--- src/rtl/brimm_enc.sv ---
// brimm_enc: packs offset/reg fields into RV32 BRANCH/JAL/JALR words.
// Optional ENC_STATS_EN builds saturating encode/error counters.
module brimm_enc #(
  parameter int OUT_DEPTH = 4,
  parameter int CNT_W     = 16
) (
  input  logic             clk,
  input  logic             reset,
  input  logic             flush,
  input  logic             in_valid,
  output logic             in_ready,
  input  logic [1:0]       in_kind,
  input  logic [31:0]      in_offset,
  input  logic [4:0]       in_rd,
  input  logic [4:0]       in_rs1,
  input  logic [4:0]       in_rs2,
  input  logic [2:0]       in_funct3,
  output logic             out_valid,
  input  logic             out_ready,
  output logic [31:0]      out_inst,
  output logic             out_err,
  output logic [CNT_W-1:0] enc_count,
  output logic [CNT_W-1:0] err_count
);

  localparam int PW = $clog2(OUT_DEPTH);
  localparam logic [PW:0] DEPTH_C = (PW+1)'(OUT_DEPTH);
  localparam logic [31:0] NOP = 32'h0000_0013;

  logic          s1_valid;
  logic [1:0]    s1_kind;
  logic [31:0]   s1_off;
  logic [4:0]    s1_rd;
  logic [4:0]    s1_rs1;
  logic [4:0]    s1_rs2;
  logic [2:0]    s1_f3;

  logic [PW-1:0] wr_ptr;
  logic [PW-1:0] rd_ptr;
  logic [PW:0]   fifo_cnt;
  logic [32:0]   mem [OUT_DEPTH];
  logic [32:0]   head;

  logic          pop;
  logic          push;
  logic          s1_adv;
  logic          accept;
  logic [31:0]   enc_inst;
  logic          enc_err;

  assign out_valid = (fifo_cnt != '0);
  assign pop       = out_valid && out_ready;
  assign s1_adv    = s1_valid && ((fifo_cnt < DEPTH_C) || pop);
  assign push      = s1_adv && !flush;
  assign in_ready  = !flush && (!s1_valid || s1_adv);
  assign accept    = in_valid && in_ready;

  assign head     = mem[rd_ptr];
  assign out_inst = out_valid ? head[31:0] : '0;
  assign out_err  = out_valid && head[32];

  always_ff @(posedge clk or posedge reset) begin
    if (reset) begin
      s1_valid <= 1'b0;
      s1_kind  <= '0;
      s1_off   <= '0;
      s1_rd    <= '0;
      s1_rs1   <= '0;
      s1_rs2   <= '0;
      s1_f3    <= '0;
    end else if (flush) begin
      s1_valid <= 1'b0;
    end else if (accept) begin
      s1_valid <= 1'b1;
      s1_kind  <= in_kind;
      s1_off   <= in_offset;
      s1_rd    <= in_rd;
      s1_rs1   <= in_rs1;
      s1_rs2   <= in_rs2;
      s1_f3    <= in_funct3;
    end else if (s1_adv) begin
      s1_valid <= 1'b0;
    end
  end

  // Illegal kinds and out-of-range/odd offsets collapse to a flagged NOP
  always_comb begin
    enc_inst = NOP;
    enc_err  = 1'b1;
    unique case (s1_kind)
      2'd0: if (s1_off[31:12] == {20{s1_off[12]}} && !s1_off[0]) begin
        enc_inst = {s1_off[12], s1_off[10:5], s1_rs2, s1_rs1,
                    s1_f3, s1_off[4:1], s1_off[11], 7'b1100011};
        enc_err  = 1'b0;
      end
      2'd1: if (s1_off[31:20] == {12{s1_off[20]}} && !s1_off[0]) begin
        enc_inst = {s1_off[20], s1_off[10:1], s1_off[11],
                    s1_off[19:12], s1_rd, 7'b1101111};
        enc_err  = 1'b0;
      end
      2'd2: if (s1_off[31:11] == {21{s1_off[11]}} && !s1_off[0]) begin
        enc_inst = {s1_off[11:0], s1_rs1, 3'b000, s1_rd, 7'b1100111};
        enc_err  = 1'b0;
      end
      default: ;
    endcase
  end

  always_ff @(posedge clk or posedge reset) begin
    if (reset) begin
      wr_ptr   <= '0;
      rd_ptr   <= '0;
      fifo_cnt <= '0;
    end else if (flush) begin
      wr_ptr   <= '0;
      rd_ptr   <= '0;
      fifo_cnt <= '0;
    end else begin
      if (push) wr_ptr <= wr_ptr + 1'b1;
      if (pop)  rd_ptr <= rd_ptr + 1'b1;
      if (push && !pop)      fifo_cnt <= fifo_cnt + 1'b1;
      else if (!push && pop) fifo_cnt <= fifo_cnt - 1'b1;
    end
  end

  always_ff @(posedge clk) begin
    if (push) mem[wr_ptr] <= {enc_err, enc_inst};
  end

`ifdef ENC_STATS_EN
  logic [CNT_W-1:0] enc_q;
  logic [CNT_W-1:0] err_q;

  always_ff @(posedge clk or posedge reset) begin
    if (reset) begin
      enc_q <= '0;
      err_q <= '0;
    end else if (push) begin
      if (enc_err) begin
        if (err_q != '1) err_q <= err_q + 1'b1;
      end else if (enc_q != '1) begin
        enc_q <= enc_q + 1'b1;
      end
    end
  end

  assign enc_count = enc_q;
  assign err_count = err_q;
`else
  assign enc_count = '0;
  assign err_count = '0;
`endif

endmodule

--- config.mk ---
export PLATFORM = sky130hd
export DESIGN_NAME = brimm_enc
export DESIGN_NICKNAME = d
export VERILOG_FILES = /design/src/rtl/brimm_enc.sv
export SDC_FILE = /design/constraint.sdc
export NUM_CORES = 1
export LEC_CHECK = 0
export CAP_MARGIN = 20
export CORE_UTILIZATION = 35
export CTS_CLUSTER_DIAMETER = 100
export DETAILED_ROUTE_END_ITERATION = 8
export PLACE_DENSITY = 0.6
export RECOVER_POWER = 100
export SYNTH_ARGS = -nofsm -noshare
export SYNTH_HDL_FRONTEND = slang
export SYNTH_SLANG_ARGS = --single-unit
--- constraint.sdc ---
create_clock -name clk -period 2.6 [get_ports clk]
set_input_delay 0.52 -clock clk [delete_from_list [all_inputs] [get_ports clk]]
set_output_delay 0.52 -clock clk [all_outputs]
set_load 0.05 [all_outputs]
* Yosys cells after proc, flatten, opt, wreduce, memory -nomap -nowiden
Memories as Yosys holds them, arrays and structs flattened.
Index checks and enable logic that the tools add are counted.
** Cells by class
- $add $sub $neg :: 4
- $lt $le $gt $ge :: 1
- Eq/ne operators :: 5
- Mux-type cells :: 21
- Bitwise operators :: 1
- Reductions and logical operators :: 25
** Operators by type and width (count)
- 32-bit two-way mux :: 4
- 32-bit one-hot mux with 3 select lines :: 1
- 20-bit == test :: 1
- 19-bit == test :: 1
- 11-bit == test :: 1
- 1-bit logical AND :: 11
- 3-bit two-way mux :: 3
- 3-bit nonzero test :: 3
- 1-bit two-way mux :: 8
- 2-bit two-way mux :: 4
- 1-bit logical NOT :: 5
- 2-bit by 1-bit adder with 2-bit output, second input constant :: 2
- 2-bit nonzero test :: 2
- 3-bit by 1-bit adder with 3-bit output, second input constant :: 1
- 3-bit less-than comparator, second input constant :: 1
- 1-bit one-hot mux with 3 select lines :: 1
- 3-bit by 1-bit subtractor with 3-bit output, second input constant :: 1
- 2-bit by 1-bit == test with 1-bit output, second input constant :: 1
- 2-bit == test, second input constant :: 1
- 2-bit logical NOT :: 1
- 1-bit logical OR :: 2
- 2-bit AND reduction :: 1
- 1-bit NOT :: 1
** Word-level totals
- Flip-flop bits (word level) :: 60
- Memory bits (writable) :: 132
- Output and inout port bits :: 67
- Logic and storage cells :: 68
- Memories kept :: 1
** Memories
- mem :: depth 4, width 33, read ports 1, clocked after Yosys merged registers in 0, write ports 1, line 41 : logic [32:0] mem [OUT_DEPTH];

* Longest topological paths before layout
Gate-level depths: netlist of run 1.
- Depth after elaboration :: 10
- Depth in mapped cells :: 10
- Gate-level depth less buffers :: 9

* Least setup slack after synthesis of run 1
Ideal clock, no wire load.
- Path kind :: input to register
- Start point :: input flush
- End point :: register s1_f3[0]
- Arrival time :: 2329 ps
- Required time :: 2475 ps
- Setup slack :: 146 ps
- Stages on the path :: 5
- Buffers on the path :: 2
- Cell sequence :: clkbuf_1 a21oi_1 nand2_1 buf_2 mux2_2
** On the way
- Word-level cells in the longest chain between the ends :: 4
- Elaborated cells between the ends (all ways) :: 5
** RTL lines
- from (decl) :: line 9 : input logic flush,
- 1-bit logical NOT :: line 55 : assign in_ready = !flush && (!s1_valid || s1_adv);
- 1-bit logical AND :: line 55
- net in_ready :: line 11 : output logic in_ready,
- 1-bit logical AND :: line 56 : assign accept = in_valid && in_ready;
- 2-bit AND reduction (no line)
- to (signal assigned) :: line 80 : s1_f3 <= in_funct3;
- to (decl) :: line 36 : logic [2:0] s1_f3;
The timed path passes the listed nets, and every way through them passes these cells.
A chain may end at the register's enable or synchronous reset.

* Worst setup path in the final report of run 1
- Start point :: register rd_ptr[0]
- End point :: output out_inst[24]
** On the way
- Word-level cells in the longest chain between the ends :: 2
** RTL lines
- from (decl) :: line 39 : logic [PW-1:0] rd_ptr;
- from (signal assigned) :: line 120 : if (pop) rd_ptr <= rd_ptr + 1'b1;
- memory 4 x 33 bit
- 32-bit two-way mux :: line 59 : assign out_inst = out_valid ? head[31:0] : '0;
- to (decl) :: line 20 : output logic [31:0] out_inst,
Every way passes these cells.

==> results of run 1 <==
## where the power goes
group          switching [W]  internal [W]  total (W)
Clock                0.00101       0.00150    0.00251
Combinational        0.00192       0.00154    0.00346
Sequential          0.000181       0.00317    0.00335
Total                0.00311       0.00620    0.00931
## worst reg2reg max path, stage by stage (launching register included)
cell and delay [ns]:
dfrtp_1 0.39, or4_1 0.60, nor4b_4 0.30, a22oi_1 0.17, o22ai_1 0.40, a22o_1 0.30
## sequential cells by signal, indices dropped and copies added (netlist names)
name      cells
fifo_cnt      3
mem         116
rd_ptr        2
s1_f3         3
s1_kind       2
s1_off       32
s1_rd         5
s1_rs1        5
s1_rs2        5
s1_valid      1
wr_ptr        2
## kinds of logic after synthesis
group / after synthesis
xor+xnor: 3
buf+inv: 64
mux: 82
compound gates: 47
fa+ha+maj: 5
other cells: 1
flops: 176
simple gates: 84
## layout by cell type (no fill, tap or decap), types with 6 or more instances in the layout
cell type	instances
nor2_1	12
clkbuf_4	8
mux4_2	29
edfxtp_1	116
o21a_1	6
clkbuf_1	7
a21oi_1	10
inv_1	6
and2_1	19
buf_12	32
a22o_1	18
mux2_2	52
clkbuf_16	18
nor3_1	6
clkdlybuf4s50_1	54
conb_1	32
dfrtp_1	59
and2_0	15
## routing by layer
metal	wire length [µm]	vias up	global-route usage
met5	0	-	0
met4	187	0	0.0510
met3	801	17	0.0404
met2	7630	117	0.248
met1	6300	2098	0.171
li1	-	1888	-
## how the worst min path moves through the flow
stage / to / depth (start not counted) / start / slack (ns)
3_3_place_gp: s1_f3[1]$_DFFE_PP0P_ / 1 / s1_f3[1]$_DFFE_PP0P_ / 0.49
6_report: s1_rd[0]$_DFFE_PP0P_ / 1 / s1_rd[0]$_DFFE_PP0P_ / 0.51
5_1_grt: s1_rs2[1]$_DFFE_PP0P_ / 1 / s1_rs2[1]$_DFFE_PP0P_ / 0.52
2_1_floorplan: s1_f3[0]$_DFFE_PP0P_ / 1 / s1_f3[0]$_DFFE_PP0P_ / 0.48
4_1_cts: s1_off[25]$_DFFE_PP0P_ / 3 / reset / 0.48
3_5_place_dp: s1_f3[1]$_DFFE_PP0P_ / 1 / s1_f3[1]$_DFFE_PP0P_ / 0.49
## stage by stage
stage / cells / hold WS, ns / cell area [µm²] / power, W
final: 853 / 0.506 / 9590 / 0.00931
after floorplan: 493 / 0.480 / 7700 / 0.00550
after detailed placement: 819 / 0.494 / 9180 / 0.00712
after global placement: 819 / 0.489 / 9180 / 0.00708
after global routing: 853 / 0.522 / 9590 / 0.00971
after CTS: 853 / 0.480 / 9780 / 0.00966
## final cells by class
cell class                 instances  area (µm²)  share of cell area
inverter                           7        26.3             0.00274
tap                              275         344              0.0359
timing repair buffer             110        1350               0.140
sequential                       176        4990               0.520
clock buffer                      23         479              0.0499
clock inverter                     9         108              0.0112
multi-input combinational        253        2300               0.240
## what timing repair did
item,in CTS,in global routing
setup buffers,2,0
resized for setup,0,1
setup endpoints to repair,24,2
==> flow_metrics.env, run 1 <==
export IMPL_clockRootBuffer="clkbuf_16"
export IMPL_cts_tree="built"
export IMPL_p_per_area_mw_per_mm2=971
export IMPL_critPathSlowestCell="mux4_2"
export IMPL_vias_in_the_first_global_route=4334
export IMPL_firstDrtPassIters=4
export IMPL_h_tree_depth=4
export IMPL_skew_ns=0.00999
export IMPL_worst_path_most_repeated_cell="buf_12"
export IMPL_worstSetupPathDepth=4
export IMPL_yosysUniqueCellTypes=42
export IMPL_post_route_period_util=0.970
export IMPL_irDropWorstVdd_mv=0.466
export IMPL_via_per_inst=4.83
export IMPL_worst_path_max_fanout=16
export IMPL_ys_warn_count=0
export IMPL_cp_end_kind="output pin"
export IMPL_number_of_flops_mapped_to_enable_cells_by_yosys=116
export IMPL_final_layout_size_suffix_gt1_frac=0.287
export IMPL_die_width_um=149
export IMPL_run_status="complete, but fails checks"
export IMPL_finalCriticalPeriod_ns=2.52
export IMPL_yosys_area_share_simple=0.0653
export IMPL_grt_setup_unrepaired="false"
export IMPL_worstSetupEndpoint="out_inst[24]"
export IMPL_hpwl_um=9530
export IMPL_synth_compound_area_frac=0.0473
export IMPL_clkSlewWorstSetupHoldPaths_ns=0.06
export IMPL_drt_initial_drc_count=227
export IMPL_timing_setup_critical_path_class="reg2out"
export IMPL_io_pin_count=124
export IMPL_total_global_route_track_usage=0.144
export IMPL_gr_total_overflow=0
export IMPL_clk_latency_ns=0.42
export IMPL_antenna_violations_before_repair=0
export IMPL_synth_top_area_cell="edfxtp_1"
export IMPL_total_leakage_power_nw=3.51
export IMPL_post_synth_fa_ha_maj_area_fraction=0.00924
export IMPL_grt_first_pass_wirelength_um=23500
export IMPL_yosys_mux_area_fraction=0.165
export IMPL_num_rows=53
export IMPL_slew_viol_final=61
export IMPL_relSlewSlack=-0.0583
export IMPL_dp_worst_setup_slack_ns=0.0555
export IMPL_violations="max-capacitance violations, max-slew violations"
export IMPL_hold_path_class="reg2reg"
export IMPL_drt_wirelength_per_cell_um=17.5
export IMPL_layout_core_utilization=0.454
export IMPL_post_route_drc_count=0
export IMPL_place_congestion=0.801
export IMPL_numPortBuffers=91
export IMPL_fmax_mhz=397
export IMPL_crit_path_cell_trace="buf_12 > mux4_2 > and2_1 > buf_12"
export IMPL_cts_inserted_buffers=17
export IMPL_routed_via_count=4120
export IMPL_antenna_cells=0
export IMPL_core_area_mm2=0.0212
export IMPL_cts_num_sinks=176
export IMPL_r2r_end="mem[3][17]$_DFFE_PP_"
export IMPL_max_cap_violations=1
export IMPL_synth_async_sr_flop_share=0.341
export IMPL_ff2ff_setup_slack_ns=0.26
export IMPL_synthMostInstantiatedCell="edfxtp_1"
export IMPL_syn_cell_area_mm2=0.00758
export IMPL_hold_fix_buffer_count_after_cts=0
export IMPL_initial_utilization=0.359
export IMPL_ff2ff_path_depth=5
export IMPL_syn_area_per_cell_um2=16.4
export IMPL_synth_top_family_by_area="multiplexers"
export IMPL_timing_critical_path_from_type="register"
export IMPL_critical_path_required_ns=2.08
export IMPL_post_synth_top_area_fraction=0.459
export IMPL_yosys_top_cells_area="edfxtp_1, dfrtp_1, mux4_2"
export IMPL_route_antenna_remaining_nets=0
export IMPL_setup_viol_count_final=0
export IMPL_max_slew_worst_pin_slew_ns=1.59
export IMPL_nets_finish=627
export IMPL_crit_reg_reg_startpoint="s1_off[22]$_DFFE_PP0P_"
export IMPL_hold_viol=0
export IMPL_syn_instance_count=462
export IMPL_die_height_um=149
export IMPL_dieArea_mm2=0.0223
export IMPL_startpoint="rd_ptr[0]$_DFFE_PP0P_"
export IMPL_ys_ff_latch=176
export IMPL_synthToLayoutAreaGrowth_pct=26.5
export IMPL_synthXorXnorAreaFrac=0.00346
export IMPL_critical_path_n_buffers_inverters=2
export IMPL_setup_ws_ns=0.0786
export IMPL_flip_flop_cell_with_the_highest_count_after_synthesis="edfxtp_1"
export IMPL_max_stage_delay_ns=0.53
export IMPL_n_fill_cell=1824
export IMPL_grt_max_degree=61
export IMPL_yosysSeqAreaShare=0.657
export IMPL_cts_max_path_buffers=2
export IMPL_crit_arrival_ns=2.00
export IMPL_setup_tns_final_ns=0
export IMPL_detail_route_wirelength_um=14900
export IMPL_worst_path_dominant_cell_family="multiplexers"
export IMPL_commonest_cells_post_synth="edfxtp_1, dfrtp_1, mux2_2, buf_4, and2_1"
No activity file was read; power rests on OpenSTA's default activity.
==> run 2, diff against run 1 <==
- CORE_MARGIN: default -> 2
- clock period: 2.6 -> 3.1 ns (I/O delays scaled with it)
==> run 2 against run 1 <==
  * The flow now finishes without violations
  * Worst hold slack better by 0.0044 ns
  * Routed wire length rose by 2.8%
  * Design area decreased by 0.86%
  * Core utilization is 0.39 points lower
  * Clock power is 18% lower
  * Sequential share of layout area up 0.45 points
  * Critical path type unchanged
  * Critical endpoint is now out_err
  * Largest cell class unchanged
  * Largest power group unchanged
==> flow_metrics.env, run 2 (synthesized netlist as in run 1, its figures left out) <==
export IMPL_fmax_mhz=343
export IMPL_num_rows=53
export IMPL_synthToLayoutAreaGrowth_pct=25.4
export IMPL_timing_setup_critical_path_class="reg2out"
export IMPL_core_area_mm2=0.0212
export IMPL_cts_max_path_buffers=2
export IMPL_clockRootBuffer="clkbuf_16"
export IMPL_crit_path_cell_trace="or3_2 > buf_4 > and2_1 > clkbuf_2"
export IMPL_finalInstanceArea_mm2=0.00951
export IMPL_wirelength_met1_um=6540
export IMPL_setup_viol_count_final=0
export IMPL_io_pin_count=124
export IMPL_cp_end_kind="output pin"
export IMPL_p_per_area_mw_per_mm2=816
export IMPL_total_power_w=0.00776
export IMPL_worst_path_max_fanout=20
export IMPL_timing_critical_path_from_type="register"
export IMPL_total_global_route_track_usage=0.141
export IMPL_final_seq_area_mm2=0.00499
export IMPL_final_cell_mix="edfxtp_1, dfrtp_1, clkdlybuf4s50_1"
export IMPL_routed_via_count=4118
export IMPL_total_leakage_power_nw=3.44
export IMPL_critical_path_required_ns=2.48
export IMPL_irDropWorstVdd_mv=0.373
export IMPL_post_route_period_util=0.942
export IMPL_total_area_of_multi_input_combinational_cells_mm2=0.00230
export IMPL_most_common_cell_after_layout_fill_and_taps_aside="edfxtp_1"
export IMPL_dieArea_mm2=0.0229
export IMPL_clk_latency_ns=0.42
export IMPL_nets_finish=622
export IMPL_post_dp_cell_area_mm2=0.00910
export IMPL_flip_flop_count_of_the_largest_register_after_layout=116
export IMPL_h_tree_depth=4
export IMPL_route_antenna_remaining_nets=0
export IMPL_top_layer_used="met4"
export IMPL_largest_regs="mem (116), s1_off (32)"
export IMPL_crit_arrival_ns=2.30
export IMPL_place_congestion=0.770
export IMPL_cts_num_sinks=176
export IMPL_critPathSlowestCell="or3_2"
export IMPL_die_width_um=151
export IMPL_layout_core_utilization=0.450
export IMPL_wl_met2_um=7770
export IMPL_dp_worst_setup_slack_ns=0.436
export IMPL_grt_max_degree=53
export IMPL_max_slew_worst_pin_slew_ns=1.17
export IMPL_n_fill_cell=1864
export IMPL_run_status="finished, final reports clean"
export IMPL_die_height_um=151
export IMPL_drt_initial_drc_count=239
export IMPL_relSlewSlack=0.218
export IMPL_final_layout_size_suffix_gt1_frac=0.283
export IMPL_max_flop_register="mem"
export IMPL_wl_met3_um=917
export IMPL_gr_total_overflow=0
export IMPL_hold_viol=0
export IMPL_initial_utilization=0.359
export IMPL_numPortBuffers=91
export IMPL_max_stage_delay_ns=0.71
export IMPL_hold_fix_buffer_count_after_cts=0
export IMPL_setup_ws_ns=0.181
export IMPL_antenna_violations_before_repair=0
export IMPL_post_route_drc_count=0
export IMPL_grt_first_pass_wirelength_um=23600
export IMPL_whs_path_depth=1
export IMPL_cts_inserted_buffers=17
export IMPL_ff2ff_path_depth=5
export IMPL_antenna_cells=0
export IMPL_max_cap_violations=0
export IMPL_grt_setup_unrepaired="false"
export IMPL_hpwl_um=10100
export IMPL_hold_path_class="reg2reg"
export IMPL_clkSlewWorstSetupHoldPaths_ns=0.07
export IMPL_firstDrtPassIters=4
export IMPL_vias_in_the_first_global_route=4293
export IMPL_via_per_inst=4.86
export IMPL_skew_ns=0.00686
export IMPL_detail_route_wirelength_um=15300
export IMPL_drt_wirelength_per_cell_um=18.1
export IMPL_finalCriticalPeriod_ns=2.92
export IMPL_slew_viol_final=0
export IMPL_cts_tree="built"
export IMPL_setup_tns_final_ns=0
==> run 2: through the flow <==
stage | hold WS, ns | cells
after floorplan | 0.480 | 493
after global placement | 0.487 | 816
after detailed placement | 0.494 | 816
after CTS | 0.509 | 848
after global routing | 0.525 | 848
final | 0.511 | 848
==> run 2: final timing paths <==
| path | from | endpoint | slack [ns] |
|---|---|---|---|
| setup reg to reg | s1_off[22]$_DFFE_PP0P_ | mem[0][24]$_DFFE_PP_ | 0.36 |
| max in group asynchronous | reset | rd_ptr[0]$_DFFE_PP0P_ | 0.62 |
| hold / removal | s1_rs2[0]$_DFFE_PP0P_ | s1_rs2[0]$_DFFE_PP0P_ | 0.51 |
| min in group asynchronous | reset | s1_off[23]$_DFFE_PP0P_ | 0.95 |
| hold reg to reg | s1_rs2[0]$_DFFE_PP0P_ | s1_rs2[0]$_DFFE_PP0P_ | 0.51 |
| setup / recovery | fifo_cnt[0]$_DFFE_PP0P_ | out_err | 0.18 |
==> run 2: worst max-delay path, delay by kind of cell (launching register included) <==
family,cells,cell delay (ns)
buf+inv,2,0.52
flops,1,0.44
simple gates,2,0.90
==> run 2: area by class of cell <==
type,count,share of cell area
inverter,7,0.00276
clock inverter,15,0.0157
tap,275,0.0362
sequential,176,0.524
timing repair buffer,105,0.134
clock buffer,17,0.0447
multi-input combinational,253,0.242
==> run 2: power breakdown <==
group          total, W  leakage [nW]  internal (W)  switching [W]
registers       0.00281          1.81       0.00266       0.000157
logic           0.00289          1.36       0.00128        0.00161
clock network   0.00206         0.273       0.00113       0.000929
==> run 2: what timing repair did <==
| action | 4_1_cts | 5_1_grt |
|---|---|---|
| buffers inserted | 0 | 0 |
| gates resized for setup | 0 | 1 |
| setup endpoints to repair | 0 | 4 |
==> run 2: metal layers <==
metal | up-vias | track usage
met5 | - | 0
met4 | 0 | 0.0364
met3 | 8 | 0.0431
met2 | 112 | 0.236
met1 | 2114 | 0.179
li1 | 1884 | -
==> run 3, diff against run 2 <==
- SLEW_MARGIN: default -> 15
==> results of run 3 <==
Final layout, timing and power as in run 2 (identical DEF).
